<file path="config.mk">
export PLATFORM = sky130hd
export DESIGN_NAME = dota_dac
export DESIGN_NICKNAME = d
export VERILOG_FILES = /design/src/rtl/dota_dac.sv
export SDC_FILE = /design/constraint.sdc
export NUM_CORES = 1
export LEC_CHECK = 0
export ABC_CLOCK_PERIOD_IN_PS = 3600
export BUFFER_PORTS_ARGS = -buffer_cell sky130_fd_sc_hd__buf_2
export CAP_MARGIN = 20
export CORE_AREA = 5 5 73 75
export CTS_BUF_LIST = sky130_fd_sc_hd__clkbuf_2
export CTS_CLUSTER_DIAMETER = 200
export DETAILED_ROUTE_END_ITERATION = 12
export DIE_AREA = 0 0 78 80
export PLACE_DENSITY = 0.83
export RECOVER_POWER = 100
export SYNTH_ARGS = -nofsm -noshare
export SYNTH_HDL_FRONTEND = slang
export SYNTH_SLANG_ARGS = --single-unit
</file>
<file path="constraint.sdc">
create_clock -name clk -period 3.6 [get_ports clk]
set_input_delay 0.18 -clock clk [delete_from_list [all_inputs] [get_ports clk]]
set_output_delay 0.18 -clock clk [all_outputs]
set_load 0.1 [all_outputs]
</file>
<file path="src/rtl/dota_dac.sv">
// dota_dac: digital-to-analog return path.
// Accepts sample codes over a valid/ready handshake into a one-deep pending
// buffer. Every div+1 enabled cycles a frame ends and the pending code moves
// into the active register `cur`. The active code drives a single-bit output
// as either a first-order delta-sigma bitstream (mode=0) or a PWM waveform
// with period 2^WIDTH (mode=1). An external RC filter recovers the level.
//
// Ports:
//   clk          clock, all state on rising edge
//   rst          synchronous active-high reset
//   en           modulator enable
//   mode         0 = delta-sigma, 1 = PWM
//   div          frame length minus one (in enabled cycles)
//   in_data      sample code
//   in_valid     in_data valid
//   in_ready     pending buffer empty (registered state only)
//   dout         registered modulated bit
//   sample_tick  pulse on the frame-end cycle
//   underrun     pulse on a frame end that found the buffer empty
module dota_dac #(
  parameter int WIDTH = 8,
  parameter int DIV_W = 8
) (
  input  logic             clk,
  input  logic             rst,
  input  logic             en,
  input  logic             mode,
  input  logic [DIV_W-1:0] div,
  input  logic [WIDTH-1:0] in_data,
  input  logic             in_valid,
  output logic             in_ready,
  output logic             dout,
  output logic             sample_tick,
  output logic             underrun
);

  logic             pend_full;
  logic [WIDTH-1:0] pend;
  logic [WIDTH-1:0] cur;
  logic [WIDTH-1:0] acc;
  logic [WIDTH-1:0] pwm_cnt;
  logic [DIV_W-1:0] frame_cnt;
  logic             mode_q;

  logic             frame_end;
  logic             accept;
  logic [WIDTH:0]   sum;

  // The >= compare lets a mid-frame decrease of div end the frame at once
  // instead of waiting for frame_cnt to wrap.
  assign frame_end   = !rst && en && (frame_cnt >= div);
  assign sample_tick = frame_end;
  assign underrun    = frame_end && !pend_full;
  assign in_ready    = !pend_full;
  assign accept      = in_valid && !pend_full;

  // Delta-sigma: the carry out of the accumulator is the output bit.
  assign sum = {1'b0, acc} + {1'b0, cur};

  always_ff @(posedge clk) begin
    if (rst) begin
      pend_full <= 1'b0;
      pend      <= '0;
      cur       <= '0;
      acc       <= '0;
      pwm_cnt   <= '0;
      frame_cnt <= '0;
      mode_q    <= 1'b0;
      dout      <= 1'b0;
    end else begin
      mode_q <= mode;

      // Buffer: accept only when empty, load only when full, so the two
      // never collide. An accept on an empty-buffer frame end simply fills
      // pend; that frame end still reports underrun.
      if (accept) begin
        pend      <= in_data;
        pend_full <= 1'b1;
      end else if (frame_end && pend_full) begin
        cur       <= pend;
        pend_full <= 1'b0;
      end

      if (!en) begin
        dout      <= 1'b0;
        acc       <= '0;
        pwm_cnt   <= '0;
        frame_cnt <= '0;
      end else begin
        frame_cnt <= frame_end ? '0 : frame_cnt + 1'b1;
        if (mode != mode_q) begin
          // Restart the modulator cleanly when the encoding changes.
          acc     <= '0;
          pwm_cnt <= '0;
          dout    <= 1'b0;
        end else if (!mode) begin
          dout <= sum[WIDTH];
          acc  <= sum[WIDTH-1:0];
        end else begin
          dout    <= (pwm_cnt < cur);
          pwm_cnt <= pwm_cnt + 1'b1;
        end
      end
    end
  end

endmodule

</file>
== Yosys cells after proc, flatten, opt, wreduce, memory -nomap -nowiden ==
Index checks and enable logic that the tools add are counted.
Operators by class
  bitwise operators: 2
  add/sub/neg operators: 3
  reductions and logical operators: 11
  $lt $le $gt $ge: 2
  multiplexer cells: 3
  eq/ne operators: 1
Operators with widths (number)
  adder 8 x 1 -> 8 bit (second input constant): 2
  adder 8 x 8 -> 9 bit: 1
  >= comparator 8 bit: 1
  < comparator 8 bit: 1
  OR reduction 3 bit: 2
  logical AND 1 bit: 5
  two-way mux 1 bit: 3
  logical NOT 1 bit: 2
  inverter 1 bit: 2
  AND reduction 2 bit: 1
  nonzero test 2 bit: 1
  inequality test 1 bit: 1
Word-level totals
  register bits: 43
  logic and storage cells: 30
  input port bits: 21
  output and inout port bits: 4

== Longest topological paths before layout ==
  word-level depth: 6
  depth in mapped cells: 7

== Least setup slack after synthesis ==
No wires, ideal clock.
  path type: reg2out
  from: register frame_cnt[0]
  to: output port underrun
  data arrival time: 3.263 ns
  stages on the path, launching flop included: 8
  buffers on the path: 0
  setup slack: 0.157 ns
  cell sequence: dfxtp_1 -> inv_1 -> ha_1 -> nand2b_1 -> a2111o_1 -> a31o_1 -> a21oi_1 -> nor3_1
On the way
  longest elaborated chain between the ends: 3
RTL lines
  start: declaration: RTL line 42  | logic [DIV_W-1:0] frame_cnt;
  start signal: assignment: RTL line 90  | frame_cnt <= frame_end ? '0 : frame_cnt + 1'b1;
  >= comparator 8 bit: RTL line 51  | assign frame_end = !rst && en && (frame_cnt >= div);
  logical AND 1 bit: RTL line 51
  logical AND 1 bit: RTL line 53  | assign underrun = frame_end && !pend_full;
  end: declaration: RTL line 34  | output logic underrun
No other way between the ends.

== Final worst setup path ==
Same ends and word-level chain as after synthesis.

==> impl_results.md <==
- Sum of buffers and inverters on the critical path: 2
- Fin Setup TNS: 0 ns
- Die X: approximately 78 µm
- Total Wirelength: 4.45 mm
- DRC viols: 0
- Setup violators final: 0
- Seq/Total Area, Yosys: 0.356
- Area contributors post-synth: dfxtp_1 36%, ha_1 13%, o31ai_2 3.6%, xor2_1 3.6%, nand2_1 3.4%
- P_sw: around 200 µW
- CTS buffer count: 5
- Mean routed wirelength per cell: 12.8 µm
- Hold Fails Final Rpt: 0
- Clock Path Buffers: 2
- Commonest cells in the netlist: 43 x dfxtp_1, 25 x ha_1, 22 x nand2_1
- Largest net degree at the start of global routing: 28
- Comb pwr share: 0.099
- Post-Syn Area: 2420 µm²
- Met2 wire len: around 2.2 mm
- Int Pwr: around 560 µW
- DRT antenna net count: 0
- Skew-Pair Late Insertion Delay: between 0.4 and 0.5 ns
- Seq pwr share: 0.641
- Final min period: 2.86 ns
- Ports: 25
- Multi-input gate area: approximately 1400 µm²
- Syn-to-layout area delta: 9.78%
- Post-CTS Resized: 0
- Overall routing resource usage: 0.154
- Share of synthesized registers carrying an async set or reset: 0
- Final #Nets: between 300 and 400
- VDD IR max: between 0.0002 and 0.00025 V
- CP max FO: 6
- Hold Path Depth: 4
- Vias: roughly 1,900
- CP Cell Sequence: inv_1 > ha_1 > nand2b_1 > a2111o_1 > a31o_1 > a21oi_1 > nor3_1 > clkbuf_2
- Initial antenna violation count: 0
- Clk slew on worst S/H paths: between 0.2 and 0.25 ns
- Final period utilization: 0.793
- Pwr Density: 289 nW/µm²
- Warnings, synthesis: 0
- Crit path depth: 8
- Total power: 767 µW
- R2R Path End: cur[5]
- Crit path max-delay family: compound AO/OA/AOI/OAI gates
- Layout cells sized above 1: 0.173
- Worst Path Class, Setup: reg -> out
- First-pass GRT wire length: 7.75 mm
- RR Startpoint: frame_cnt[0]
- Slew @ Worst Pin: between 1 and 1.5 ns
- Final slew viol count: 0
- Site Rows: 25
- Leak: between 1 and 1.5 nW
- Htree depth: 2
- Clock sinks: 43
- Core area: about 4600 µm²
- Initial core utilization: 0.526
- Leading area contributor after synthesis: dfxtp_1
- Dominant register cell in the synthesized netlist: dfxtp_1
- Rel. slew slack: 0.227
- Slowest-stage cell, CP: dfxtp_1
- Die Area: between 6000 and 7000 µm²
- Cts hold-fix bufs: 8
- Critical Path Sink Type: output pin
- R2r worst-path depth: 7
- Gpl congestion: about 0.84
- Initial drt markers: 22
- Met3 wire len: around 130 µm
- Synth Register Bits: 43
- Type of the tightest min-delay check: in -> reg
- Count of cell types in the netlist: a little over 40
- Synthesized area per cell: around 9.2 µm²
- WHS: 0.116 ns
- Wl on met1: 1.96 mm
- Drt pass-1 iters: 6
- Top-area cell type share of the netlist area: 0.356
- Filler Cells Inserted: around 400
- IO Port Bufs: 24
- Register Area: approximately 860 µm²
- Net Sw Frac: 0.268
- Synth Net Count: 310
- Critical Path AT: around 2.7 ns
- Critical Path Source Type: register
- Root buf cell: clkbuf_2
- HPWL after DPL: between 3 and 4 mm
- MaxCap Viol Count: 0
- DR top layer: met4
- Vias in the first global route: 1,805
- RSZ-0062 raised after global routing: false
- Worst R2R Setup Slack: just over 0.8 ns
- Crit path launch: frame_cnt[0]
- TritonCTS clock tree: done
- Cell with the most instances after synthesis: dfxtp_1
- Via density: 5.34
- Required @ worst endpoint: between 3 and 4 ns
- EDFF count, synth: 0
- Die Ht: 80 µm
- Global route overflow: 0
- CP endpoint: underrun
- Clock power share: 0.260
- Highest Clock Rate: roughly 350 MHz
- Antenna Cells: 0
- Critical path's largest stage delay: 0.48 ns
- Post-CTS Setup Inserts: 0
- Cells after Synth: between 200 and 300
- Clk_skew: between 0.02 and 0.03 ns
- Status: complete, no violations
final cells by class:
class	count	area share
clock buffer	5	0.00943
clock inverter	2	0.00471
inverter	18	0.0254
multi-input combinational	194	0.537
sequential	43	0.324
tap	54	0.0254
timing repair buffer	32	0.0740
layout by cell type, fill, tap and decap left out, types with 3 or more instances in the layout:
cell	n
nand4_1	3
dfxtp_1	43
inv_1	18
o31ai_2	7
nor4b_1	4
nor2_2	8
mux2i_1	7
a21o_1	3
nor2_1	21
a21oi_1	14
dlygate4sd3_1	8
or4b_2	7
xor2_1	10
clkbuf_1	3
a211oi_1	4
buf_2	19
clkbuf_2	7
o21ai_0	7
ha_1	25
nor3_1	6
and3_1	4
a31oi_1	3
xnor2_1	6
nor2b_1	3
nand2b_1	8
nand3_1	8
nand2_1	22
registers in the layout, indices dropped and copies added, names as in the netlist:
register	cells
acc	8
cur	8
dout	1
mode_q	1
pend	8
pend_full	1
frame_cnt	8
pwm_cnt	8
worst min path at each step:
stage	from	end	slack, ns
finish	in_valid	pend_full	0.12
global route	in_valid	pend_full	0.11
CTS	in_valid	pend_full	0.08
detailed placement	in_data[5]	pend[5]	0.43
global placement	in_data[5]	pend[5]	0.42
floorplan	in_data[1]	pend[1]	0.32
power groups by stage:
stage | clock [mW] | sequential (mW) | combinational, mW
after floorplan | 0 | 0.499 | 0.0535
after global placement | 0 | 0.501 | 0.0704
after detailed placement | 0 | 0.501 | 0.0724
after CTS | 0.211 | 0.492 | 0.0792
after global routing | 0.230 | 0.493 | 0.0853
final | 0.199 | 0.492 | 0.0758
tightest hold or removal path: stages:
cell and delay (ns):
buf_2 0.11, nor2_1 0.08, nor2_1 0.04, o31a_1 0.09
routing by layer:
layer / vias to the layer above / GRT usage
met5: - / 0
met1: 839 / 0.179
met2: 21 / 0.265
met3: 10 / 0.0316
met4: 0 / 0.0794
li1: 987 / -
cell families after synthesis:
kind of cell    count (synthesis)  share of synthesized area
xor+xnor                       16                     0.0579
flops                          43                      0.356
simple gates                   98                      0.223
fa+ha+maj                      26                      0.138
compound gates                 47                      0.155
buf+inv                        26                     0.0409
mux                             7                     0.0290
through the flow:
stage | std cells | setup WS [ns] | utilization | instance area (µm²)
after floorplan | 263 | 0.157 | - | 2420
after global placement | 333 | 1.32 | 0.560 | 2570
after detailed placement | 333 | 1.24 | 0.560 | 2570
after CTS | 348 | 0.735 | 0.586 | 2690
after global routing | 348 | 0.540 | 0.577 | 2660
final | 348 | 0.745 | 0.577 | 2660
Note: power is estimated with default switching activity, not from simulation.
